File: config.mk
export PLATFORM = sky130hd
export DESIGN_NAME = regfile_dump
export DESIGN_NICKNAME = d
export VERILOG_FILES = /design/src/rtl/regfile_pkg.sv /design/src/rtl/regfile_dump.sv
export SDC_FILE = /design/constraint.sdc
export NUM_CORES = 1
export LEC_CHECK = 0
export BUFFER_PORTS_ARGS = -buffer_cell sky130_fd_sc_hd__buf_2
export CORE_MARGIN = 2
export CORE_UTILIZATION = 48
export DETAILED_ROUTE_END_ITERATION = 6
export GPL_TIMING_DRIVEN = 0
export HOLD_SLACK_MARGIN = 0.05
export PLACE_DENSITY = 0.75
export SYNTH_ARGS = -nofsm -noshare
export SYNTH_HDL_FRONTEND = slang
export SYNTH_SLANG_ARGS = --single-unit
export TNS_END_PERCENT = 10
File: constraint.sdc
create_clock -name Clk -period 2.3 [get_ports Clk]
set_input_delay 0.69 -clock Clk [delete_from_list [all_inputs] [get_ports Clk]]
set_output_delay 0.69 -clock Clk [all_outputs]
set_load 0.01 [all_outputs]
File: src/rtl/regfile_pkg.sv
// regfile_pkg: shared register-file sizing and the dump sequencer states.
// Imported by regfile_dump and by the register file itself.
package regfile_pkg;

  localparam int RF_WIDTH  = 32;
  localparam int RF_ADDR_W = 5;
  localparam int REG_COUNT = 32;

  typedef enum logic [1:0] {
    IDLE  = 2'd0,
    FETCH = 2'd1,
    SEND  = 2'd2
  } dump_state_e;

endpackage

File: src/rtl/regfile_dump.sv
// regfile_dump: streams a wrapping range of register-file words over valid/ready.
// Optional DumpParity output when REGFILE_DUMP_PARITY_EN is defined.
module regfile_dump
  import regfile_pkg::*;
#(
  parameter int WIDTH  = RF_WIDTH,
  parameter int ADDR_W = RF_ADDR_W
) (
  input  logic              Clk,
  input  logic              Rst_n,
  input  logic              Start,
  input  logic [ADDR_W-1:0] StartAddr,
  input  logic [ADDR_W-1:0] Count,
  output logic [ADDR_W-1:0] ReadRegister,
  input  logic [WIDTH-1:0]  ReadData,
  output logic [WIDTH-1:0]  DumpData,
  output logic [ADDR_W-1:0] DumpAddr,
  output logic              DumpLast,
  output logic              DumpValid,
  input  logic              DumpReady,
  output logic              Busy,
  output logic              Done
`ifdef REGFILE_DUMP_PARITY_EN
  ,
  output logic              DumpParity
`endif
);

  localparam logic [ADDR_W:0] REM_ONE  = (ADDR_W+1)'(1);
  localparam logic [ADDR_W:0] REM_FULL = {1'b1, {ADDR_W{1'b0}}};

  dump_state_e       state_q;
  logic [ADDR_W-1:0] addr_q;
  logic [ADDR_W-1:0] addr_d;
  logic [ADDR_W:0]   rem_q;
  logic [ADDR_W:0]   rem_d;
  logic [ADDR_W:0]   rem_init;
  logic [WIDTH-1:0]  data_q;
  logic [ADDR_W-1:0] daddr_q;
  logic              last_q;
  logic              valid_q;
  logic              done_q;
  logic              rem_is_one;
`ifdef REGFILE_DUMP_PARITY_EN
  logic              parity_q;
`endif

  // Next address/count values and the Count==0 -> full-range decode
  always_comb begin
    addr_d     = addr_q + 1'b1;
    rem_d      = rem_q - REM_ONE;
    rem_init   = (Count == '0) ? REM_FULL : {1'b0, Count};
    rem_is_one = (rem_q == REM_ONE);
  end

  // Sequencer FSM with registered stream outputs
  always_ff @(posedge Clk or negedge Rst_n) begin
    if (!Rst_n) begin
      state_q  <= IDLE;
      addr_q   <= '0;
      rem_q    <= '0;
      data_q   <= '0;
      daddr_q  <= '0;
      last_q   <= 1'b0;
      valid_q  <= 1'b0;
      done_q   <= 1'b0;
`ifdef REGFILE_DUMP_PARITY_EN
      parity_q <= 1'b0;
`endif
    end else begin
      done_q <= 1'b0;
      unique case (state_q)
        IDLE: begin
          if (Start) begin
            addr_q  <= StartAddr;
            rem_q   <= rem_init;
            state_q <= FETCH;
          end
        end
        FETCH: begin
          data_q   <= ReadData;
          daddr_q  <= addr_q;
          last_q   <= rem_is_one;
          valid_q  <= 1'b1;
`ifdef REGFILE_DUMP_PARITY_EN
          parity_q <= ^ReadData;
`endif
          state_q  <= SEND;
        end
        SEND: begin
          if (valid_q && DumpReady) begin
            valid_q <= 1'b0;
            if (rem_is_one) begin
              last_q  <= 1'b0;
              done_q  <= 1'b1;
              state_q <= IDLE;
            end else begin
              addr_q  <= addr_d;
              rem_q   <= rem_d;
              state_q <= FETCH;
            end
          end
        end
        default: state_q <= IDLE;
      endcase
    end
  end

  assign ReadRegister = addr_q;
  assign DumpData     = data_q;
  assign DumpAddr     = daddr_q;
  assign DumpLast     = last_q;
  assign DumpValid    = valid_q;
  assign Done         = done_q;
  assign Busy         = (state_q != IDLE);
`ifdef REGFILE_DUMP_PARITY_EN
  assign DumpParity   = parity_q;
`endif

endmodule

Word-level counts from Yosys, hierarchy flattened
Index checks and enable logic that the tools add are counted.
Widths: inputs -> output; s select.
{"block": "classes", "n_addsub": 2, "eq_ne": 7, "muxes": 21, "reduce_logical": 10}
{"op": "$mux 6", "n": 4}
{"op": "$mux 5", "n": 3}
{"op": "$pmux 6 s2", "n": 1}
{"op": "$pmux 5 s2", "n": 1}
{"op": "$ne 2x2->1 const B", "n": 4}
{"op": "$mux 1", "n": 7}
{"op": "$eq 6x1->1 const B", "n": 1}
{"op": "$pmux 2 s3", "n": 1}
{"op": "$reduce_bool 2->1", "n": 3}
{"op": "$sub 6x1->6 const B", "n": 1}
{"op": "$add 5x1->5 const B", "n": 1}
{"op": "$logic_not 5->1", "n": 1}
{"op": "$mux 2", "n": 2}
{"op": "$pmux 1 s2", "n": 2}
{"op": "$reduce_and 2->1", "n": 2}
{"op": "$reduce_and 4->1", "n": 1}
{"op": "$reduce_and 3->1", "n": 1}
{"op": "$eq 2x1->1 const B", "n": 1}
{"op": "$eq 2x2->1 const B", "n": 1}
{"op": "$logic_not 2->1", "n": 1}
{"op": "$logic_and 1x1->1", "n": 1}
{"block": "word_totals", "regBits": 53, "in_bits": 46, "output_inout_bits": 46}

Depth between registers and ports, before layout
{"block": "logic_depth", "ltp_word": 4, "mapped_depth": 7}

Least setup slack after synthesis
No wires, ideal clock.
{"block": "synth_path", "path_type": "register to register", "start": "register rem_q[1]", "end": "register addr_q[1] (netlist: ReadRegister[1])", "setup_time_ns": 0.125, "arrival_time_ns": 1.770, "slack_ns": 0.404, "stages_incl_launch_ff": 8, "path_buffers": 1, "path_cell_list": "dfrtp_1 > inv_1 > ha_1 > or4b_4 > o211ai_4 > a21oi_2 > buf_6 > mux2_4"}
{"block": "synth_via", "elab_chain_cells": 3}
{"element": "from (decl)", "line": "regfile_dump.sv:35", "rtl": "logic [ADDR_W:0] rem_q;"}
{"element": "from (signal assigned)", "line": "regfile_dump.sv:76", "rtl": "rem_q <= rem_init;"}
{"element": "from (signal assigned)", "line": "regfile_dump.sv:99", "rtl": "rem_q <= rem_d;"}
{"element": "$eq 6x1->1", "line": "regfile_dump.sv:53", "rtl": "rem_is_one = (rem_q == REM_ONE);"}
{"element": "$ne 2x2->1 (no line)"}
{"element": "$reduce_and 4->1 (no line)"}
{"element": "to (signal assigned)", "line": "regfile_dump.sv:75", "rtl": "addr_q <= StartAddr;"}
{"element": "to (signal assigned)", "line": "regfile_dump.sv:98", "rtl": "addr_q <= addr_d;"}
{"element": "to (decl)", "line": "regfile_dump.sv:33", "rtl": "logic [ADDR_W-1:0] addr_q;"}
No other way between the ends.
A chain may end at the register's enable or synchronous reset.

Worst setup path after layout
Same ends and word-level chain as after synthesis.

==> tab_implementation.tex <==
\begin{tabular}{lr}
\hline
Metric & Value \\
\hline
\multicolumn{2}{l}{\textbf{Power and ir drop}} \\
Leakage power & about 1.6 nW \\
Cell internal pwr & 0.00246 W \\
Power share of the combinational group & 0.450 \\
Pwr per Cell Area & 1380 nW/um2 \\
Sequential cell fraction of total power & 0.400 \\
Portion of total power attributed to the clock network & 0.150 \\
Fraction of power spent switching nets & 0.406 \\
Net load switching power & around 0.0017 W \\
Design Power & approximately 0.0041 W \\
VDD IR max & just under 500 uV \\
\multicolumn{2}{l}{\textbf{CTS}} \\
Maximum level of the CTS H-tree & 2 \\
Clock transition at the registers of the reported paths & roughly 90 ps \\
Post-CTS setup buffer count & 0 \\
Hold buffer count at cts & 0 \\
CTS tree & yes \\
Insertion delay to the later sink of the worst-skew pair & about 300 ps \\
Clk root buf & clkbuf\_8 \\
Total clock buffers created by CTS & 5 \\
Clock sink total & 53 \\
Post-cts gate resize count & 0 \\
Number of buffers on the longest clock path & 2 \\
\multicolumn{2}{l}{\textbf{Worst setup path}} \\
List of cells traversed by the critical path & inv\_1 -> ha\_1 -> or4b\_4 -> o211ai\_4 -> a21oi\_2 -> buf\_6 -> mux2\_4 \\
Required time reported for the critical path endpoint & $\sim$2500 ps \\
Crit. End Element & register \\
Gate family responsible for the most delay along the worst path & simple AND/OR/NAND/NOR gates \\
Worst-path fanout max & 10 \\
WP data arrival & $\sim$2300 ps \\
Type of the worst setup path & reg2reg \\
CP startpoint kind & register \\
Cell with the biggest individual delay on the critical path & or4b\_4 \\
Largest incremental delay on the critical path & 500 ps \\
Combined buffer and inverter count along the critical path & 2 \\
\multicolumn{2}{l}{\textbf{Layout}} \\
Area growth, synth to finish & 27.7\% \\
Post-route cell area & 3000 um2 \\
Antenna Diode Count & 0 \\
Nets@finish & 408 \\
Share of final-layout standard cells stronger than drive strength 1 & 0.297 \\
\multicolumn{2}{l}{\textbf{Synthesis}} \\
Most frequent cell after synthesis & nand2\_1 \\
Biggest area contributors in the synthesized netlist & dfrtp\_1, nand2\_1, o21ai\_0, clkbuf\_1, ha\_1 \\
Post-Synthesis Cells & $\sim$260 \\
Register bit count reported by yosys & 53 \\
Post-synth cell types & 41 \\
Synthesized Nets & between 300 and 400 \\
Number of warnings issued by yosys & 0 \\
Area of the mapped netlist & roughly 2400 um2 \\
Mapped Avg Cell Area & between 9 and 10 um2 \\
Fraction of registers with async set or reset after synthesis & 1.00 \\
Area share of the largest cell type after synthesis & 0.564 \\
Share of synthesized area occupied by flip-flops and latches & 0.564 \\
Post-synth top flop & dfrtp\_1 \\
EDFF count, synth & 0 \\
Cell accounting for the most synthesized area & dfrtp\_1 \\
Cell types with the highest counts after synthesis & nand2\_1, dfrtp\_1, clkbuf\_1, o21ai\_0, inv\_1 \\
\multicolumn{2}{l}{\textbf{STA}} \\
Fin. max-slew vios & 0 \\
RSZ-0062 raised after global routing & no \\
Part of the cycle the worst path needs & 0.897 \\
Fin Clk Skew & between 5 and 6 ps \\
Peak clock frequency supported by timing & 0.484 GHz \\
Final critical path time including I/O delays and setup & between 2000 and 2500 ps \\
Worst path setup slack after routing & around 240 ps \\
Worst Max-Slew Pin Slew & about 1100 ps \\
Number of setup violations in the final report & 0 \\
Post-route setup TNS & 0 ps \\
Post-Route Hold Slack & between 400 and 500 ps \\
Max-Slew Margin vs Limit & 0.243 \\
Total count of hold-check failures in the final report & 0 \\
\multicolumn{2}{l}{\textbf{Run}} \\
Max-capacitance violation count & 0 \\
\multicolumn{2}{l}{\textbf{Place}} \\
Count of input and output buffers & 91 \\
Instance area after placement & 2890 um2 \\
Pre-CTS setup slack & between 200 and 300 ps \\
Placed wire-length estimate after detailed placement & approximately 3800 um \\
Last weighted congestion value of the routability-driven placer & approximately 0.83 \\
\multicolumn{2}{l}{\textbf{Route}} \\
Starting DRC count in detailed routing & between 100 and 150 \\
Number of vias per cell after detailed routing & 4.91 \\
Number of vias in the routed layout & 2095 \\
Antenna Nets Post-Route & 0 \\
Routed wire length & 5300 um \\
WL per Instance & between 10 and 15 um \\
Detailed-router iteration count before antenna repair & 4 \\
Post-route DRC violation count & 0 \\
\multicolumn{2}{l}{\textbf{Floorplanning}} \\
Cell Rows & 25 \\
Die area & roughly 5500 um2 \\
Die boundary height & approximately 74 um \\
Effective utilization at floorplan & 0.498 \\
I/O pin cnt & just over 90 \\
Floorplan Core Area & 4720 um2 \\
Floorplan die width & roughly 74 um \\
\multicolumn{2}{l}{\textbf{Global routing}} \\
Largest net degree at the start of global routing & between 50 and 60 \\
Initial antenna violation count & 0 \\
Wire length of the first global-routing pass & between 8000 and 9000 um \\
Number of global-route vias before repair & between 1500 and 2000 \\
Overflow left after global routing & 0 \\
Overall fraction of global-route tracks in use & 0.201 \\
\multicolumn{2}{l}{\textbf{Worst hold path}} \\
Worst min path class & reg2reg \\
\multicolumn{2}{l}{\textbf{Outcome}} \\
Result of the run & finished clean \\
\hline
\end{tabular}
## layout make-up
cell class / instances / area, um2
fillers: 434 / 1720
flip-flops and latches: 53 / 1330
multi-input cells: 183 / 923
repair buffers: 91 / 455
well taps: 67 / 83.8
clock buffers: 6 / 72.6
plain buffers: 15 / 65.1
clock inverters: 2 / 38.8
inverters: 10 / 37.5
## per-stage QoR
stage | util | std cells
after floorplan | - | 261
after global placement | 0.612 | 419
after detailed placement | 0.612 | 419
after CTS | 0.636 | 427
after global routing | 0.636 | 427
final | 0.636 | 427
## worst reg2reg max path, delay by kind of cell (launching register included)
family | cells | cell delay [ps]
simple gates | 1 | 500
flops | 1 | 400
compound gates | 2 | 350
mux | 1 | 290
buf+inv | 2 | 250
fa+ha+maj | 1 | 150
## kinds of logic (layout without fill, tap and decap cells)
group,Yosys count,count (layout),share of synthesized area
compound gates,34,34,0.102
buf+inv,25,124,0.0436
fa+ha+maj,3,3,0.0160
simple gates,142,142,0.254
flops,53,53,0.564
mux,4,4,0.0202
## path summary, 6_finish.rpt
path / end / cells past startpoint / from / slack (ps)
min in group asynchronous: rem_q[1] / 1 / Rst_n / 590
max: ReadRegister[1] / 7 / rem_q[1] / 240
max reg2reg: ReadRegister[1] / 7 / rem_q[1] / 240
min: DumpData[0] / 2 / DumpData[0] / 470
max in group asynchronous: DumpData[28] / 1 / Rst_n / 990
min reg2reg: DumpData[0] / 2 / DumpData[0] / 470
## power groups by stage
| stage | Combinational, W | Clock [W] | Sequential (W) |
|---|---|---|---|
| 6_report | 0.00186 | 0.000623 | 0.00166 |
| 5_1_grt | 0.00211 | 0.000674 | 0.00171 |
| 4_1_cts | 0.00189 | 0.000639 | 0.00165 |
| 3_5_place_dp | 0.00188 | 0 | 0.00167 |
| 3_3_place_gp | 0.00183 | 0 | 0.00166 |
| 2_1_floorplan | 0.00101 | 0 | 0.00183 |
## layout by cell type, fill, tap and decap left out, drive strengths merged, types with 2 or more instances in the layout
master and n:
nand3 5, dfrtp 53, o211a 2, ha 3, nor2b 2, nand2 113
buf 93, a2bb2oi 2, mux2 3, o22ai 2, clkbuf 19, a21oi 6
a221oi 2, and3 2, o21ai 12, inv 10, nor3 4, nand2b 2
a22oi 2, nor2 5
## routing by layer
| metal | GRT usage | routed length [um] | up-vias | part of all wire |
|---|---|---|---|---|
| li1 | - | - | 1049 | - |
| met1 | 0.263 | 2300 | 969 | 0.43 |
| met3 | 0.0339 | 356 | 6 | 0.067 |
| met2 | 0.346 | 2600 | 71 | 0.49 |
| met4 | 0.0566 | 52 | 0 | 0.0098 |
| met5 | 0 | 0 | - | 0 |
## flip-flops by register name, summed over array words and instances, names as in the netlist
name	flops
Done	1
DumpAddr	5
DumpData	32
DumpLast	1
DumpValid	1
ReadRegister	5
rem_q	6
state_q	2
Power figures use the tool's default switching activity.
